[src/rtl/bist_cut_engine.sv]
// Self-contained BIST engine: pattern generator, truth-table CUT, serial signature, ones counter.
// Stuck-at fault injection on the CUT exists only when FAULT_INJECT_EN is defined.
//
// state | meaning
// IDLE  | waiting for start after reset
// RUN   | applying one pattern per cycle, compacting the response
// DONE  | session finished, results held until the next start
module bist_cut_engine #(
    parameter int                  N_IN      = 4,
    parameter logic [2**N_IN-1:0]  TRUTH     = 16'h4816,
    parameter logic [N_IN-1:0]     LFSR_TAPS = 4'b1001,
    parameter int                  SIG_W     = 16,
    parameter logic [SIG_W-1:0]    SIG_POLY  = 16'h1021,
    parameter logic [SIG_W-1:0]    GOLDEN    = 16'h0000
) (
    input  logic                       clk,
    input  logic                       rst_n,
    input  logic                       start,
    input  logic                       mode,
    input  logic                       fault_en,
    input  logic [$clog2(N_IN+1)-1:0]  fault_site,
    input  logic                       fault_val,
    output logic                       busy,
    output logic                       done,
    output logic [N_IN-1:0]            pattern,
    output logic                       cut_out,
    output logic [N_IN:0]              ones_cnt,
    output logic [SIG_W-1:0]           signature,
    output logic                       pass
);
    localparam int SITE_W = $clog2(N_IN+1);

    typedef enum logic [1:0] {IDLE, RUN, DONE} state_t;

    state_t            state;
    logic              modeLat;
    logic [N_IN-1:0]   patLeft;
    logic [N_IN-1:0]   cutIn;
    logic [N_IN-1:0]   patNext;
    logic [SIG_W-1:0]  sigNext;

`ifdef FAULT_INJECT_EN
    logic              faultEnLat;
    logic [SITE_W-1:0] faultSiteLat;
    logic              faultValLat;

    always_comb begin
        cutIn = pattern;
        for (int i = 0; i < N_IN; i++) begin
            if (faultEnLat && faultSiteLat == SITE_W'(i))
                cutIn[i] = faultValLat;
        end
        cut_out = TRUTH[cutIn];
        if (faultEnLat && faultSiteLat == SITE_W'(N_IN))
            cut_out = faultValLat;
    end
`else
    logic unusedFaultCfg;
    assign unusedFaultCfg = ^{fault_en, fault_site, fault_val};

    always_comb begin
        cutIn   = pattern;
        cut_out = TRUTH[cutIn];
    end
`endif

    always_comb begin
        sigNext = {signature[SIG_W-2:0], 1'b0}
                ^ (signature[SIG_W-1] ? SIG_POLY : '0)
                ^ {{(SIG_W-1){1'b0}}, cut_out};
        patNext = modeLat ? {pattern[N_IN-2:0], ^(pattern & LFSR_TAPS)}
                          : pattern + N_IN'(1);
    end

    // patLeft counts the patterns still to apply after the current one.
    always_ff @(posedge clk or negedge rst_n) begin
        if (!rst_n) begin
            state     <= IDLE;
            busy      <= 1'b0;
            done      <= 1'b0;
            pattern   <= '0;
            patLeft   <= '0;
            ones_cnt  <= '0;
            signature <= '0;
            pass      <= 1'b0;
            modeLat   <= 1'b0;
`ifdef FAULT_INJECT_EN
            faultEnLat   <= 1'b0;
            faultSiteLat <= '0;
            faultValLat  <= 1'b0;
`endif
        end else begin
            case (state)
                IDLE, DONE: begin
                    done <= 1'b0;
                    if (start) begin
                        modeLat   <= mode;
`ifdef FAULT_INJECT_EN
                        faultEnLat   <= fault_en;
                        faultSiteLat <= fault_site;
                        faultValLat  <= fault_val;
`endif
                        ones_cnt  <= '0;
                        signature <= '0;
                        pass      <= 1'b0;
                        pattern   <= mode ? N_IN'(1) : '0;
                        patLeft   <= mode ? {{(N_IN-1){1'b1}}, 1'b0} : '1;
                        busy      <= 1'b1;
                        state     <= RUN;
                    end
                end
                RUN: begin
                    signature <= sigNext;
                    ones_cnt  <= ones_cnt + {{N_IN{1'b0}}, cut_out};
                    if (patLeft == '0) begin
                        busy  <= 1'b0;
                        done  <= 1'b1;
                        pass  <= (sigNext == GOLDEN);
                        state <= DONE;
                    end else begin
                        pattern <= patNext;
                        patLeft <= patLeft - N_IN'(1);
                    end
                end
                default: state <= IDLE;
            endcase
        end
    end
endmodule
[config.mk]
export PLATFORM = sky130hd
export DESIGN_NAME = bist_cut_engine
export DESIGN_NICKNAME = d
export VERILOG_FILES = /design/src/rtl/bist_cut_engine.sv
export SDC_FILE = /design/constraint.sdc
export NUM_CORES = 1
export LEC_CHECK = 0
export ABC_AREA = 1
export ABC_CLOCK_PERIOD_IN_PS = 2600
export CAP_MARGIN = 10
export CELL_PAD_IN_SITES_DETAIL_PLACEMENT = 0
export CELL_PAD_IN_SITES_GLOBAL_PLACEMENT = 1
export CORE_ASPECT_RATIO = 0.8
export CORE_MARGIN = 1.5
export CORE_UTILIZATION = 36
export CTS_CLUSTER_SIZE = 10
export DETAILED_ROUTE_END_ITERATION = 16
export GPL_ROUTABILITY_DRIVEN = 0
export PLACE_DENSITY = 0.77
export SLEW_MARGIN = 20
export SYNTH_ARGS = -nofsm -noshare
export SYNTH_HDL_FRONTEND = slang
export SYNTH_SLANG_ARGS = --single-unit
[constraint.sdc]
create_clock -name clk -period 2.6 [get_ports clk]
set_input_delay 0.26 -clock clk [delete_from_list [all_inputs] [get_ports clk]]
set_output_delay 0.26 -clock clk [all_outputs]
set_load 0.005 [all_outputs]
==> metrics.md, run 1 <==
| Metric | Value |
|---|---|
| Ys async rst share | `100%` |
| Cells on worst reg2reg path | `13` |
| Ports | `38` |
| Crit path DAT | `between 1.5 and 2 ns` |
| Total number of yosys warnings | `0` |
| Count of pins over their slew limit | `0` |
| Ys flop type | `dfrtp_1` |
| EDFF count, synth | `0` |
| Yosys top cell area share | `a little over half` |
| CTS tree | `built` |
| Area growth syn-to-layout | `27.2%` |
| Area leader, netlist | `dfrtp_1` |
| Vias | `~1400` |
| Wirelength per Cell | `approximately 13 um` |
| Max-slew headroom | `about 68%` |
| Post-Route Setup TNS | `0 ns` |
| Vias in the first global route | `approximately 1300` |
| DRT Wirelength | `3800 um` |
| CTS Hold Bufs | `0` |
| Max Fclk | `roughly 0.44 GHz` |
| Tot GR Track Use | `around 17%` |
| Worst Path Class, Setup | `reg2out` |
| Leading cell types by count after synthesis | `nand2_1, dfrtp_1, inv_1` |
| Fraction of layout cells with a size suffix above 1 | `about 6.5%` |
| Worst r2r dst | `ones_cnt[4]` |
| Worst-path cell chain | `inv_1, ha_1, nor2_1, nor2_1, nand2_1, nand2_1, clkdlybuf4s50_1` |
| Antenna Nets Post-Route | `0` |
| DRC Markers | `0` |
| Resized Gates After CTS | `0` |
| Max-cap violations | `0` |
| 1st-iter DRT viols | `85` |
| CTS sink cnt | `35` |
| Reg-to-reg slack, setup | `~0.52 ns` |
| Worst-path maximum fanout | `6` |
| IO Port Bufs | `32` |
| Worst flop-to-flop path startpoint | `pattern[0]` |
| Antenna violations before repair | `0` |
| Die W | `roughly 79 um` |
| Hold Violations, Final | `0` |
| Seq/Total Area, Yosys | `between 50% and 60%` |
| Most common cell in the netlist | `nand2_1` |
| Layout Skew | `0.00319 ns` |
| Peak VDD IR | `0.424 mV` |
| Crit share post-route | `between 80 and 90%` |
| Pleak | `~1 nW` |
| Synthesized instance count | `between 150 and 200` |
| Worst path slowest cell | `clkdlybuf4s50_1` |
| Global-route wire length before repair | `around 6400 um` |
| Post-layout net count | `approximately 240` |
| Post-Layout Cell Count | `287` |
| Cell area after synthesis | `between 0.0015 and 0.002 mm^2` |
| CP startpoint | `pattern[0]` |
| Finish-stage setup viols | `0` |
| Largest net degree at the start of global routing | `36` |
| Critical path launch point type | `register` |
| Core ar. | `0.00431 mm^2` |
| Worst hold path type | `in2async` |
| Slowest stage delay, CP | `around 0.52 ns` |
| Initial Utilization | `38.6%` |
| Ant diodes | `0` |
| H-Tree Depth | `2` |
| #FFs+latches synth | `35` |
| First drt pass iteration count | `4` |
| Top cells by area, synth | `dfrtp_1, nand2_1, inv_1` |
| RSZ-0062 raised after global routing | `no` |
| Status | `completed` |
| Synth Net Count | `approximately 210` |
| Crit end category | `primary output` |
| Clk_lat worst skew | `~0.28 ns` |
| Postcts setup bufs | `0` |
| Synth cell types | `26` |
| CP required | `around 2.3 ns` |
| # rows | `21` |
| Mean Syn Cell Area | `about 8.6 um^2` |
| Tmin final | `between 2 and 2.5 ns` |
| Die area | `0.00504 mm^2` |
| Vias/cell | `4.87` |
| Clock root buffer master | `clkbuf_8` |
| Worst slew pin tran | `approximately 0.47 ns` |
| Cell Pwr Density | `between 1000 and 1500 mW/mm^2` |
| Die H | `63.8 um` |
| CTS max path bufs | `2` |
| Total CTS buffers | `5` |
| Detailed placement HPWL | `about 2700 um` |
| Reg clk slew, reported paths | `0.07 ns` |
| Placed Cells | `280` |
| GRT overflow | `0` |
## critical path: cells and delay by family (launching register included)
| family | cells | cell delay [ns] |
|---|---|---|
| buffers and inverters | 2 | 0.65 |
| DFF | 1 | 0.41 |
| adders and majority gates | 1 | 0.32 |
| and+or+nand+nor | 4 | 0.32 |
## through the flow
| step | hold slack [ns] | area [um^2] | total power [mW] | utilization, % | setup slack, ns |
|---|---|---|---|---|---|
| floorplan | -0.0356 | 1660 | 1.48 | - | 0.722 |
| global placement | 0.460 | 2030 | 1.83 | 47.1 | 0.568 |
| detailed placement | 0.461 | 2030 | 1.85 | 47.1 | 0.519 |
| CTS | 0.413 | 2120 | 2.26 | 49.1 | 0.328 |
| global route | 0.452 | 2120 | 2.42 | 49.1 | 0.203 |
| finish | 0.396 | 2120 | 2.23 | 49.1 | 0.347 |
## cell type report
class                      count  area [um^2]
timing repair buffer          33          328
multi-input combinational    122          629
sequential                    35          876
inverter                      33          124
clock inverter                 1         5.00
tap                           57         71.3
fill                         435         2190
clock buffer                   6         82.6
## logic make-up after synthesis
kind of cell	count (synthesis)	share of synthesized area (%)
and+or+nand+nor	79	20.6
adders and majority gates	5	3.76
AOI/OAI and AO/OA	38	13.5
DFF	35	52.7
buffers and inverters	37	9.48
## how the worst max path moves through the flow
stage                              to  slack [ns]
after CTS                     cut_out        0.33
after global placement    ones_cnt[4]        0.57
after detailed placement  ones_cnt[2]        0.52
after floorplan           ones_cnt[1]        0.72
final                         cut_out        0.35
after global routing          cut_out        0.20
## power by group
part	total [mW]	internal [mW]	leakage, nW	switching [mW]
combinational	1.01	0.429	0.498	0.582
clock	0.394	0.208	0.0470	0.186
sequential	0.824	0.687	0.454	0.137
## sequential cells by signal, indices dropped and copies added, names as in the netlist
register / count
state: 2
pass: 1
ones_cnt: 5
modeLat: 1
done: 1
patLeft: 4
signature: 16
busy: 1
pattern: 4
## routing by layer
layer / up-vias / track usage, % / wire [um]
met5: - / 0 / 0
met4: 0 / 5.92 / 45
met3: 5 / 4.14 / 166
met2: 30 / 24.4 / 1670
met1: 655 / 24.1 / 1910
li1: 709 / - / -
## layout by cell type (no fill, tap or decap)
master / instances
nand2_1: 41
dfrtp_1: 35
clkdlybuf4s50_1: 32
inv_1: 31
nor2_1: 14
nand3_1: 14
o22ai_1: 13
o21ai_0: 11
a21oi_1: 6
clkbuf_8: 6
ha_1: 5
nand4_1: 3
nand2_2: 3
inv_2: 2
o21ai_1: 2
or2_0: 1
a32o_1: 1
nor2_4: 1
a22o_1: 1
o211ai_1: 1
a31oi_1: 1
a22oi_1: 1
nor2_2: 1
nor3_1: 1
o31ai_1: 1
clkinv_2: 1
buf_4: 1
No activity file was read; power rests on OpenSTA's default activity.
==> run 2: changes to the inputs <==
--- a/config.mk
+++ b/config.mk
@@ -6,17 +6,17 @@
 export NUM_CORES = 1
 export LEC_CHECK = 0
 export ABC_AREA = 1
-export ABC_CLOCK_PERIOD_IN_PS = 2600
+export ABC_CLOCK_PERIOD_IN_PS = 1930
 export CAP_MARGIN = 10
 export CELL_PAD_IN_SITES_DETAIL_PLACEMENT = 0
 export CELL_PAD_IN_SITES_GLOBAL_PLACEMENT = 1
 export CORE_ASPECT_RATIO = 0.8
 export CORE_MARGIN = 1.5
-export CORE_UTILIZATION = 36
+export CORE_UTILIZATION = 33
 export CTS_CLUSTER_SIZE = 10
 export DETAILED_ROUTE_END_ITERATION = 16
 export GPL_ROUTABILITY_DRIVEN = 0
-export PLACE_DENSITY = 0.77
+export PLACE_DENSITY = 0.74
 export SLEW_MARGIN = 20
 export SYNTH_ARGS = -nofsm -noshare
 export SYNTH_HDL_FRONTEND = slang
==> constraint.sdc (replaced) <==
create_clock -name clk -period 1.93 [get_ports clk]
set_input_delay 0.193 -clock clk [delete_from_list [all_inputs] [get_ports clk]]
set_output_delay 0.193 -clock clk [all_outputs]
set_load 0.005 [all_outputs]
==> run 2 against run 1 <==
Critical path depth increased by 1. Worst hold slack got worse by 0.087 ns. Power increased by 45%. Flip-flop and latch count unchanged. Critical endpoint unchanged. Sequential share of layout area decreased by 1.9 points. Combinational power increased by 51%. Core utilization decreased by 1.9 points. Wire length decreased by 1.6%.
==> metrics.md, run 2 (synthesis gave the netlist of run 1 again) <==
| Metric | Value |
|---|---|
| Total power | `3.23 mW (+45%)` |
| H-Tree Depth | `2 (unchanged)` |
| Fraction of layout cells with a size suffix above 1 | `13.4% (+6.9 points)` |
| Vias | `1403 (+0.29%)` |
| Reg clk slew, reported paths | `0.07 ns (about the same)` |
| Post-Route Utilization | `47.2% (-1.9 points)` |
| Cell Pwr Density | `1450 mW/mm^2 (+38%)` |
| Core ar. | `0.00471 mm^2 (+9.2%)` |
| Max Fclk | `between 0.5 and 0.6 GHz` |
| Max-cap violations | `0 (unchanged)` |
| Vias in the first global route | `1349 (+2.1%)` |
| Crit share post-route | `a little over nine tenths` |
| Ports | `38 (unchanged)` |
| Peak VDD IR | `0.628 mV (+48%)` |
| Worst-path maximum fanout | `2 (-4)` |
| Global-route wire length before repair | `6300 um (-2.3%)` |
| Post-route cell area | `0.00222 mm^2 (+5.0%)` |
| Clk_lat worst skew | `0.30 ns (+0.02 ns)` |
| Worst Path Class, Setup | `reg2out` |
| DRT Wirelength | `3740 um (-1.6%)` |
| Antenna violations before repair | `0 (unchanged)` |
| Max-slew headroom | `68.9% (+0.54 points)` |
| CP delay by family, top | `buffers and inverters` |
| Vias/cell | `4.71 (-3.4%)` |
| CTS tree | `built` |
| Critical path launch point type | `register` |
| Most frequent cells in the layout | `nand2_1, dfrtp_1, clkdlybuf4s50_1, inv_1` |
| Top reg by flops | `signature` |
| Tmin final | `1.85 ns` |
| Detailed placement HPWL | `2610 um (-2.9%)` |
| Largest net degree at the start of global routing | `36 (unchanged)` |
| Area growth syn-to-layout | `33.6%` |
| Crit end category | `primary output` |
| Slowest stage delay, CP | `0.38 ns (-0.14 ns)` |
| First drt pass iteration count | `4 (unchanged)` |
| 1st-iter DRT viols | `116 (+36%)` |
| Total CTS buffers | `5 (unchanged)` |
| Die H | `66.5 um (+4.2%)` |
| Layout Skew | `0.00825 ns (+0.00506 ns)` |
| Die area | `0.00548 mm^2 (+8.7%)` |
| Finish-stage setup viols | `0 (unchanged)` |
| Hold Violations, Final | `0 (unchanged)` |
| Tot GR Track Use | `15.7% (-1.0 points)` |
| IO Port Bufs | `32 (unchanged)` |
| Most common cell after layout, fill and taps aside | `nand2_1` |
| Wirelength per Cell | `12.5 um (-5.2%)` |
| Worst path slowest cell | `dfrtp_1` |
| CP bufs+invs | `3 (+1)` |
| Clock root buffer master | `clkbuf_8` |
| Worst-path cell chain | `inv_2, ha_4, nor2_2, nor2_1, nand2_1, nand2_2, buf_4, dlygate4sd2_1` |
| Initial Utilization | `35.3% (-3.3 points)` |
| Post-layout net count | `251 (+2.9%)` |
| GRT overflow | `0 (unchanged)` |
| Pleak | `1.03 nW (+3.2%)` |
| Top Registers | `signature x16, ones_cnt x5` |
| Dpl cell area | `0.00208 mm^2 (+2.4%)` |
| CTS max path bufs | `2 (unchanged)` |
| Ant diodes | `0 (unchanged)` |
| CP required | `1.74 ns (-0.60 ns)` |
| Status | `completed` |
| Worst hold path type | `in2async` |
| Crit path DAT | `1.66 ns (-0.33 ns)` |
| Antenna Nets Post-Route | `0 (unchanged)` |
| Count of pins over their slew limit | `0 (unchanged)` |
| CTS sink cnt | `35 (unchanged)` |
| # rows | `22 (+4.8%)` |
| Worst slew pin tran | `0.466 ns (-0.00807 ns)` |
| CTS Hold Bufs | `0 (unchanged)` |
| DRC Markers | `0 (unchanged)` |
| Max reg flops | `16 (unchanged)` |
| Die W | `82.4 um (+4.3%)` |
==> run 2: cell count changes in the layout (fill, tap and decap cells not counted), sizes merged <==
| cell | before | now |
|---|---|---|
| dlygate4sd2 | 0 | 1 |
| clkbuf | 6 | 8 |
| clkdlybuf4s50 | 32 | 31 |
| clkinv | 1 | 0 |
| buf | 1 | 8 |
==> run 2: per-layer routing <==
metal / vias up / track usage, % / wire length, um
met1: 637 / 21.8 / 1930
met3: 8 / 4.52 / 180
li1: 725 / - / -
met2: 33 / 22.1 / 1560
met4: 0 / 7.63 / 65
met5: - / 0 / 0
==> run 2: where the power goes <==
part	internal [mW]	leakage [nW]	switching, mW	total [mW]
Clock	0.326	0.0515	0.272	0.598
Sequential	0.928	0.452	0.171	1.10
Combinational	0.690	0.527	0.844	1.53
Total	1.94	1.03	1.29	3.23
==> run 2: area by class of cell <==
type | instances | area [um^2]
clock buffer | 8 | 100
fill | 475 | 2480
inverter | 33 | 124
multi-input combinational | 122 | 667
sequential | 35 | 877
tap | 60 | 75.1
timing repair buffer | 40 | 379
==> run 2: path summary, 6_finish.rpt <==
check,startpoint,endpoint,slack (ns),cells after the start
min in group clk,busy,busy,0.48,2
max reg2reg,pattern[0],ones_cnt[4],0.16,13
min reg2reg,busy,busy,0.48,2
max in group asynchronous,rst_n,pattern[2],1.29,2
min,rst_n,signature[6],0.31,2
max,pattern[1],cut_out,0.08,8
==> run 2: timing repair <==
action / 4_1_cts / 5_1_grt
pin swaps: 2 / 2
endpoints found under the setup margin: 1 / 2
setup buffers: 0 / 1
cloned: 0 / 0
resized for setup: 5 / 7
==> run 2: worst register-to-register path, cell delays in order, from the launching register on <==
cell and delay, ns:
dfrtp_1 0.37, inv_2 0.06, ha_4 0.27, nor2_2 0.03, nor2_1 0.09, nand2_1 0.09
nand2_2 0.11, ha_4 0.14, ha_2 0.17, nand2_1 0.06, inv_2 0.07, nand3_2 0.07
nand3_1 0.08, o21ai_0 0.08
==> run 2: through the flow <==
step	setup slack [ns]	hold WS (ns)	setup TNS, ns	cells
floorplan	0.0521	-0.103	0	194
global placement	0.116	0.463	0	289
detailed placement	0.0836	0.465	0	289
CTS	0.0820	0.322	0	297
global route	-0.000980	0.343	-0.000980	298
finish	0.0791	0.308	0	298
